### config.mk
export PLATFORM = sky130hd
export DESIGN_NAME = mem_word_streamer
export DESIGN_NICKNAME = d
export VERILOG_FILES = /design/src/rtl/mem_word_streamer.sv
export SDC_FILE = /design/constraint.sdc
export NUM_CORES = 1
export LEC_CHECK = 0
export CAP_MARGIN = 15
export CORE_ASPECT_RATIO = 0.9
export CORE_UTILIZATION = 30
export CTS_CLUSTER_DIAMETER = 30
export DETAILED_ROUTE_END_ITERATION = 7
export SYNTH_ARGS = -nofsm -noshare
export SYNTH_HDL_FRONTEND = slang
export SYNTH_SLANG_ARGS = --single-unit
### constraint.sdc
create_clock -name i_clk -period 2.5 [get_ports i_clk]
set_input_delay 0.25 -clock i_clk [delete_from_list [all_inputs] [get_ports i_clk]]
set_output_delay 0.25 -clock i_clk [all_outputs]
set_load 0.005 [all_outputs]
### src/rtl/mem_word_streamer.sv
// Walks NUM_WORDS ROM addresses per start and re-times the 2-cycle ROM output into a valid/ready stream.
// Define MEM_STREAM_REVERSE_EN for descending (most-significant-word-first) addresses.
module mem_word_streamer #(
  parameter int WIDTH      = 32,
  parameter int ADDR_WIDTH = 7,
  parameter int NUM_WORDS  = 128
) (
  input  logic                  i_clk,
  input  logic                  i_reset,
  input  logic                  i_start,
  input  logic [ADDR_WIDTH-1:0] i_base_addr,
  output logic [ADDR_WIDTH-1:0] o_mem_addr,
  input  logic [WIDTH-1:0]      i_mem_data,
  output logic [WIDTH-1:0]      o_word_out,
  output logic                  o_word_valid,
  input  logic                  i_word_ready,
  output logic [ADDR_WIDTH:0]   o_word_idx,
  output logic                  o_word_last,
  output logic                  o_busy,
  output logic                  o_done
);
  localparam int                    CW      = ADDR_WIDTH + 1;
  localparam logic [CW-1:0]         LP_N    = CW'(NUM_WORDS);
  localparam logic [CW-1:0]         LP_LAST = CW'(NUM_WORDS - 1);
  localparam logic [ADDR_WIDTH-1:0] LP_SPAN = ADDR_WIDTH'(NUM_WORDS - 1);

  typedef enum logic [1:0] {S_IDLE, S_ISSUE, S_DRAIN, S_FIN} state_t;
  state_t r_state, w_state_nxt;

  logic [ADDR_WIDTH-1:0] r_mem_addr;
  logic [CW-1:0]         r_issue_cnt;
  logic [CW-1:0]         r_word_idx;
  logic                  r_addr_vld;
  logic [1:0]            r_inflight;
  logic [WIDTH-1:0]      r_fifo [4];
  logic [1:0]            r_wr_ptr;
  logic [1:0]            r_rd_ptr;
  logic [2:0]            r_count;

  logic                  w_start;
  logic                  w_issue;
  logic                  w_push;
  logic                  w_pop;
  logic                  w_valid;
  logic                  w_credit;
  logic [2:0]            w_tokens;
  logic [ADDR_WIDTH-1:0] w_first_addr;
  logic [ADDR_WIDTH-1:0] w_next_addr;

`ifdef MEM_STREAM_REVERSE_EN
  assign w_first_addr = i_base_addr + LP_SPAN;
  assign w_next_addr  = r_mem_addr - 1'b1;
`else
  assign w_first_addr = i_base_addr;
  assign w_next_addr  = r_mem_addr + 1'b1;
`endif

  // Every read occupies a slot from issue until its word leaves the FIFO; a pop this cycle frees one.
  assign w_tokens = {2'b00, r_addr_vld} + {2'b00, r_inflight[0]} + {2'b00, r_inflight[1]} + r_count;
  assign w_credit = (w_tokens < 3'd4) || (w_pop && (w_tokens == 3'd4));

  assign w_valid  = (r_count != 3'd0);
  assign w_pop    = w_valid && i_word_ready;
  assign w_push   = r_inflight[1];
  assign w_start  = (r_state == S_IDLE) && i_start;
  assign w_issue  = (r_state == S_ISSUE) && (r_issue_cnt != LP_N) && w_credit;

  assign o_mem_addr   = r_mem_addr;
  assign o_word_valid = w_valid;
  assign o_word_out   = w_valid ? r_fifo[r_rd_ptr] : '0;
  assign o_word_idx   = r_word_idx;
  assign o_word_last  = w_valid && (r_word_idx == LP_LAST);

  always_comb begin
    w_state_nxt = r_state;
    o_busy      = 1'b1;
    o_done      = 1'b0;
    case (r_state)
      S_IDLE: begin
        o_busy = 1'b0;
        if (i_start) w_state_nxt = S_ISSUE;
      end
      S_ISSUE: if (r_issue_cnt == LP_N) w_state_nxt = S_DRAIN;
      S_DRAIN: if (w_pop && o_word_last) w_state_nxt = S_FIN;
      S_FIN: begin
        o_done      = 1'b1;
        w_state_nxt = S_IDLE;
      end
      default: w_state_nxt = S_IDLE;
    endcase
  end

  always_ff @(posedge i_clk) begin
    if (i_reset) begin
      r_state     <= S_IDLE;
      r_mem_addr  <= '0;
      r_issue_cnt <= '0;
      r_word_idx  <= '0;
      r_addr_vld  <= 1'b0;
      r_inflight  <= '0;
      r_wr_ptr    <= '0;
      r_rd_ptr    <= '0;
      r_count     <= '0;
    end else begin
      r_state    <= w_state_nxt;
      r_addr_vld <= w_start || w_issue;
      r_inflight <= {r_inflight[0], r_addr_vld};
      if (w_start) begin
        r_mem_addr  <= w_first_addr;
        r_issue_cnt <= CW'(1);
        r_word_idx  <= '0;
      end else begin
        if (w_issue) begin
          r_mem_addr  <= w_next_addr;
          r_issue_cnt <= r_issue_cnt + 1'b1;
        end
        if (w_pop) r_word_idx <= r_word_idx + 1'b1;
      end
      if (w_push) r_wr_ptr <= r_wr_ptr + 1'b1;
      if (w_pop)  r_rd_ptr <= r_rd_ptr + 1'b1;
      case ({w_push, w_pop})
        2'b10:   r_count <= r_count + 1'b1;
        2'b01:   r_count <= r_count - 1'b1;
        default: r_count <= r_count;
      endcase
    end
  end

  // Storage needs no reset: the head is masked to zero whenever the FIFO is empty.
  always_ff @(posedge i_clk) begin
    if (w_push) r_fifo[r_wr_ptr] <= i_mem_data;
  end

endmodule

==> results of run 1 <==
## per-stage QoR
step | std cells | power [mW] | setup slack (ns)
floorplan | 423 | 4.30 | -0.0622
global placement | 812 | 5.07 | -0.164
detailed placement | 812 | 5.14 | -0.310
CTS | 848 | 7.73 | -0.291
global route | 853 | 8.13 | -0.246
finish | 853 | 7.76 | -0.182
## logic make-up after synthesis
group,Yosys count,synth area share
flops,165,0.671
fa+ha+maj,18,0.0363
simple gates,117,0.0952
compound gates,44,0.0496
xor+xnor,12,0.0154
buf+inv,32,0.0229
mux,35,0.110
## Yosys cell counts, types with 2 or more instances
cell type	n
xor2_1	6
nand3_1	9
ha_1	15
or4_1	9
inv_1	13
nor2b_1	34
dfxtp_1	37
fa_1	3
mux2i_1	3
o31ai_1	10
edfxtp_1	128
nor3_1	5
nor2_1	23
a21oi_1	11
nand2_1	14
nand2b_1	5
or3_1	3
mux4_2	32
o21ai_0	5
or2_2	2
a31oi_1	3
nand4_1	3
and2_1	5
clkbuf_1	11
a311oi_1	6
buf_6	2
xnor2_1	6
buf_2	4
## final timing paths
path	from	end	slack [ns]	cells after the start
hold reg to reg	r_issue_cnt[7]	r_issue_cnt[7]	0.47	2
hold / removal	i_base_addr[5]	o_mem_addr[5]	0.42	3
setup / recovery	r_addr_vld	o_mem_addr[0]	-0.18	7
setup reg to reg	r_addr_vld	o_mem_addr[0]	-0.18	7
## flip-flops by register name, summed over array words and instances, names as in the netlist, named ones only
name and count:
r_fifo 128, o_word_idx 8, r_issue_cnt 8, o_mem_addr 7
r_count 3, r_inflight 2, r_rd_ptr 2, r_state 2
r_wr_ptr 2, r_addr_vld 1
## final cells by class
cell class,count,area share
sequential,165,0.507
timing repair buffer,119,0.138
clock buffer,17,0.0470
clock inverter,15,0.0175
tap,297,0.0410
multi-input combinational,226,0.244
inverter,14,0.00580
## where the power goes
group | total (mW) | internal, mW | switching [mW] | leakage [nW]
sequential | 3.23 | 3.10 | 0.134 | 1.46
clock | 2.52 | 1.33 | 1.19 | 0.278
combinational | 2.01 | 1.08 | 0.927 | 1.21
## worst register-to-register path, delay by kind of cell, from the launching register on
family	cells	cell delay, ns
AO/OA/AOI/OAI	2	0.62
adder cells (fa/ha/maj)	3	1.21
AND/OR/NAND/NOR	1	0.32
buffers and inverters	1	0.14
flip-flops	1	0.33
## what timing repair did
item,CTS,global route
gates cloned,1,2
pin swaps,23,5
resized for setup,7,26
endpoints found under the setup margin,16,38
setup buffers,3,3
## per-layer routing
metal,wire length (um),up-vias,share of wire,track usage
met4,153,0,0.011,0.0377
li1,-,1866,-,-
met5,0,-,0,0
met1,6540,1982,0.45,0.153
met3,692,12,0.048,0.0395
met2,7090,103,0.49,0.214
==> metrics.md, run 1 <==
| Metric | Value |
|---|---|
| Ant diodes | `0` |
| DR WL/cell | `17.0 um` |
| Fill count | `2,053` |
| Status | `finished with violations` |
| Synth Register Bits | `165` |
| Period Utilization, post-route | `1.07` |
| Layout Skew | `0.0105 ns` |
| DR DRC count | `0` |
| Failing checks | `negative setup slack` |
| Post-synthesis cell count | `423` |
| Register area share after synthesis | `0.671` |
| Gr ovfl total | `0` |
| Router iterations before antenna repair | `4` |
| Async S/R FF share, synth | `0` |
| Largest cells by area after synthesis | `edfxtp_1 56%, dfxtp_1 11%, mux4_2 11%` |
| Most frequent cells in the layout | `128 x edfxtp_1, 89 x clkdlybuf4s50_1, 34 x nor2b_1` |
| Post-layout util | `0.404` |
| Placeable Area | `22,400 sq um` |
| Final TNS setup | `-1.85 ns` |
| F_max | `0.373 GHz` |
| Critical path's slowest cell | `fa_1` |
| Num CTS Buffers | `17` |
| Top FF cell, synth | `edfxtp_1` |
| LEAKAGE | `2.95 nW` |
| CTS tree | `yes` |
| Tot GR Track Use | `0.126` |
| Fraction of layout cells with a size suffix above 1 | `0.228` |
| Worst relative slew slack | `0.466` |
| Critical path class | `flop to flop` |
| Syn_nets | `484` |
| Hold_ws | `0.418 ns` |
| Worst-path fanout max | `8` |
| Synth top area share | `0.562` |
| Layout area overhead | `32.6%` |
| Syn avg cell area | `16.2 sq um` |
| Hold Fails Final Rpt | `0` |
| Netlist area before placement | `6830 sq um` |
| Routability cong. | `0.821` |
| Critical Path Sink Type | `flop` |
| Die area | `23,400 sq um` |
| EDFF count, synth | `128` |
| Root Driver | `clkbuf_16` |
| Slew Viols, Final | `0` |
| Pwr Density | `857 nW/um^2` |
| Commonest non-fill, non-tap cell in the layout | `edfxtp_1` |
| Clock Sinks | `165` |
| Clock Latency Late Sink | `0.43 ns` |
| Die Y | `145 um` |
| WP buf/inv | `1` |
| Placed wire-length estimate | `8.79 mm` |
| CTS clk-pin slew, worst paths | `0.07 ns` |
| Crit path DAT | `3.02 ns` |
| Die outline width | `161 um` |
| Warnings from Yosys | `0` |
| Post-synth cell types | `44` |
| # H-tree levels | `4` |
| Worst Setup Start Kind | `flop` |
| RSZ-0062 raised after global routing | `yes` |
| DRT antenna net count | `0` |
| Initial Utilization | `0.304` |
| # IOs | `94` |
| Peak VDD IR | `0.000466 V` |
| Post-Route WL | `14.5 mm` |
| Top cell type by total area after synthesis | `edfxtp_1` |
| Largest net degree at the start of global routing | `34` |
| FF+latch area | `4590 sq um` |
| CTS Hold Buffers Added | `0` |
| Vias per cell | `4.65` |
| Antenna violations before repair | `0` |
| Final Critical Period | `2.68 ns` |
| Final Setup Violations | `14` |
| Placed standard-cell area | `8220 sq um` |
| CP cell instances | `fa_1 -> ha_2 -> fa_2 -> o31a_4 -> buf_6 -> or3_1 -> a311oi_2` |
| Row count | `52` |
| PortBufs | `93` |
| First DRT Iteration DRCs | `168` |
| Fin area | `9060 sq um` |
| Post-route worst setup slack | `-0.182 ns` |
| CTS Buffer Depth | `2` |
| Worst Tran Pin Value | `0.797 ns` |
| Max Cap Violations | `0` |
| Area taken by multi-input logic gates | `2210 sq um` |
| Final net count | `604` |
| HP Class | `primary input to flop` |
| CP Data Required Time | `2.84 ns` |
| Vias in the first global route | `4,225` |
| Crit-path leading delay family | `adder cells` |
| DR vias | `3,963` |
| Largest stage delay, worst path | `0.57 ns` |
| First-pass GRT wire length | `22.4 mm` |
Power figures use the tool's default switching activity.
==> inputs of run 2 (changes only) <==
--- a/config.mk
+++ b/config.mk
@@ -10,6 +10,7 @@
 export CORE_UTILIZATION = 30
 export CTS_CLUSTER_DIAMETER = 30
 export DETAILED_ROUTE_END_ITERATION = 7
+export RECOVER_POWER = 100
 export SYNTH_ARGS = -nofsm -noshare
 export SYNTH_HDL_FRONTEND = slang
 export SYNTH_SLANG_ARGS = --single-unit
==> metrics.md, run 2 (same netlist as run 1, synthesis figures left out) <==
| Metric | Value |
|---|---|
| Row count | `52 (unchanged)` |
| Worst Tran Pin Value | `1.40 ns (+0.598 ns)` |
| Pwr Density | `854 nW/um^2 (-0.37%)` |
| Post-place setup slack | `-0.310 ns (unchanged)` |
| Failing checks | `negative setup slack` |
| DR vias | `4,005 (+1.1%)` |
| Layout area overhead | `31.9%` |
| Ant diodes | `0 (unchanged)` |
| Fin area | `9020 sq um (-0.47%)` |
| Hold Fails Final Rpt | `0 (unchanged)` |
| Top reg by flops | `r_fifo` |
| WP buf/inv | `1 (unchanged)` |
| Post-Route WL | `14.4 mm (-0.28%)` |
| DRT antenna net count | `0 (unchanged)` |
| Gr ovfl total | `0 (unchanged)` |
| Top layer in use | `met5` |
| Final Setup Violations | `21 (+7)` |
| R2r setup slk | `-0.18 ns (about the same)` |
| Most frequent cells in the layout | `128 x edfxtp_1, 50 x dlygate4sd3_1, 39 x clkdlybuf4s50_1` |
| Worst-path fanout max | `8 (unchanged)` |
| Final net count | `604 (unchanged)` |
| CP Data Required Time | `2.84 ns (about the same)` |
| Clock Sinks | `165 (unchanged)` |
| Part of the power in combinational logic | `0.253 (-0.006)` |
| F_max | `0.373 GHz (about the same)` |
| Router iterations before antenna repair | `4 (unchanged)` |
| Largest net degree at the start of global routing | `34 (unchanged)` |
| Internal power consumption | `5.46 mW (-1.0%)` |
| Worst relative slew slack | `0.0690 (-0.397)` |
| Hold path start | `i_base_addr[5]` |
| Seq pwr share | `0.419 (+0.002)` |
| Vias per cell | `4.70 (+1.1%)` |
| # H-tree levels | `4 (unchanged)` |
| Wl on met1 | `6.50 mm (-0.61%)` |
| Commonest non-fill, non-tap cell in the layout | `edfxtp_1` |
| Layout Skew | `0.0101 ns (-0.000472 ns)` |
| Root Driver | `clkbuf_16` |
| Die area | `23,400 sq um (unchanged)` |
| Die Y | `145 um (unchanged)` |
| Placeable Area | `22,400 sq um (unchanged)` |
| Clk network pwr share | `0.327 (+0.002)` |
| First-pass GRT wire length | `22.4 mm (unchanged)` |
| Final Critical Period | `2.68 ns (+0.000643 ns)` |
| CP cell instances | `fa_1 -> ha_2 -> fa_2 -> o31a_4 -> buf_6 -> or3_1 -> a311oi_2` |
| PortBufs | `93 (unchanged)` |
| Slew Viols, Final | `0 (unchanged)` |
| Met2 WL | `7.09 mm (about the same)` |
| Crit-path leading delay family | `adder cells` |
| DR WL/cell | `16.9 um (-0.28%)` |
| # IOs | `94 (unchanged)` |
| Crit path DAT | `3.02 ns (about the same)` |
| Die outline width | `161 um (unchanged)` |
| First DRT Iteration DRCs | `171 (+1.8%)` |
| Status | `finished with violations` |
| Period Utilization, post-route | `1.07 (about the same)` |
| HP Class | `primary input to flop` |
| Critical Path Sink Type | `flop` |
| Placed standard-cell area | `8220 sq um (unchanged)` |
| Fill count | `2,061 (+0.39%)` |
| Post-route worst setup slack | `-0.183 ns (-0.000643 ns)` |
| Final TNS setup | `-2.43 ns (-0.580 ns)` |
| Hold_ws | `0.418 ns (-0.000477 ns)` |
| Routability cong. | `0.821 (unchanged)` |
| Switch share | `0.291 (+0.00126)` |
| Critical path class | `flop to flop` |
| Max reg flops | `128 (unchanged)` |
| Fraction of layout cells with a size suffix above 1 | `0.223 (-0.00540)` |
| Net Sw Power | `2.24 mW (-0.41%)` |
| Fin cells | `853 (unchanged)` |
| Peak VDD IR | `0.000464 V (-0.44%)` |
| DR DRC count | `0 (unchanged)` |
| Antenna violations before repair | `1 (+1)` |
| Initial Utilization | `0.304 (unchanged)` |
| LEAKAGE | `2.99 nW (+1.5%)` |
| Vias in the first global route | `4,225 (unchanged)` |
| Inst Count DP | `812 (unchanged)` |
| Num CTS Buffers | `17 (unchanged)` |
| Start point of the critical path | `r_addr_vld` |
| RSZ-0062 raised after global routing | `yes` |
| Reg2reg start | `r_addr_vld` |
| Clock Latency Late Sink | `0.43 ns (about the same)` |
| Tot GR Track Use | `0.126 (unchanged)` |
| Max Cap Violations | `0 (unchanged)` |
| Placed wire-length estimate | `8.79 mm (unchanged)` |
| Worst Setup Start Kind | `flop` |
| CTS clk-pin slew, worst paths | `0.07 ns (about the same)` |
| CTS Hold Buffers Added | `0 (unchanged)` |
| DR WL met3 | `662 um (-4.3%)` |
| CTS Buffer Depth | `2 (unchanged)` |
| Critical path's slowest cell | `fa_1` |
| Largest stage delay, worst path | `0.57 ns (about the same)` |
| CTS tree | `yes` |
run 2: cell count changes in the layout (fill, tap and decap cells not counted), sizes merged:
| cell | previous run | this run |
|---|---|---|
| clkdlybuf4s50 | 89 | 39 |
| buf | 24 | 20 |
| dlygate4sd3 | 0 | 50 |
| clkbuf | 19 | 23 |
run 2: timing repair:
item	CTS	global route
endpoints found under the hold margin	0	0
pin swaps	23	5
setup buffers	3	3
setup endpoints to repair	16	38
resized for setup	7	26
gates cloned	1	2
run 2: tightest hold or removal path, stage by stage:
cell and delay (ns):
clkdlybuf4s50_1 0.40, nor2_1 0.10, a311oi_1 0.05
run 2: layout make-up:
type / count / area, sq um / area share
timing repair buffer: 119 / 1220 / 0.135
tap: 297 / 372 / 0.0412
sequential: 165 / 4590 / 0.509
clock buffer: 17 / 425 / 0.0472
multi-input combinational: 226 / 2200 / 0.244
clock inverter: 15 / 159 / 0.0176
inverter: 14 / 52.6 / 0.00583
run 2: per-stage QoR:
step                      utilization  power (mW)
after floorplan                     -        4.30
after global placement          0.366        5.07
after detailed placement        0.366        5.14
after CTS                       0.395        7.73
after global routing            0.402        8.06
final                           0.402        7.70
run 2: routing by layer:
layer,GRT usage,up-vias
met4,0.0377,2
met3,0.0395,15
met2,0.214,110
li1,-,1867
met1,0.153,2011
met5,0,-
run 2: path summary, 6_finish.rpt:
| path | endpoint | depth (start not counted) |
|---|---|---|
| hold / removal | o_mem_addr[5] | 3 |
| hold reg to reg | r_issue_cnt[7] | 2 |
| setup / recovery | o_mem_addr[0] | 7 |
| setup reg to reg | o_mem_addr[0] | 7 |
run 2: power groups by stage:
stage / logic [mW] / registers, mW / clock network (mW)
after floorplan: 1.05 / 3.25 / 0
after global placement: 1.82 / 3.26 / 0
after detailed placement: 1.87 / 3.26 / 0
after CTS: 1.93 / 3.22 / 2.58
after global routing: 2.12 / 3.25 / 2.69
final: 1.95 / 3.23 / 2.52
==> inputs of run 3 (changes only) <==
--- a/config.mk
+++ b/config.mk
@@ -5,6 +5,7 @@
 export SDC_FILE = /design/constraint.sdc
 export NUM_CORES = 1
 export LEC_CHECK = 0
+export ABC_CLOCK_PERIOD_IN_PS = 2500
 export CAP_MARGIN = 15
 export CORE_ASPECT_RATIO = 0.9
 export CORE_UTILIZATION = 30
==> results of run 3 <==
Same layout as run 2: the final DEF is identical, and so are final timing and power.
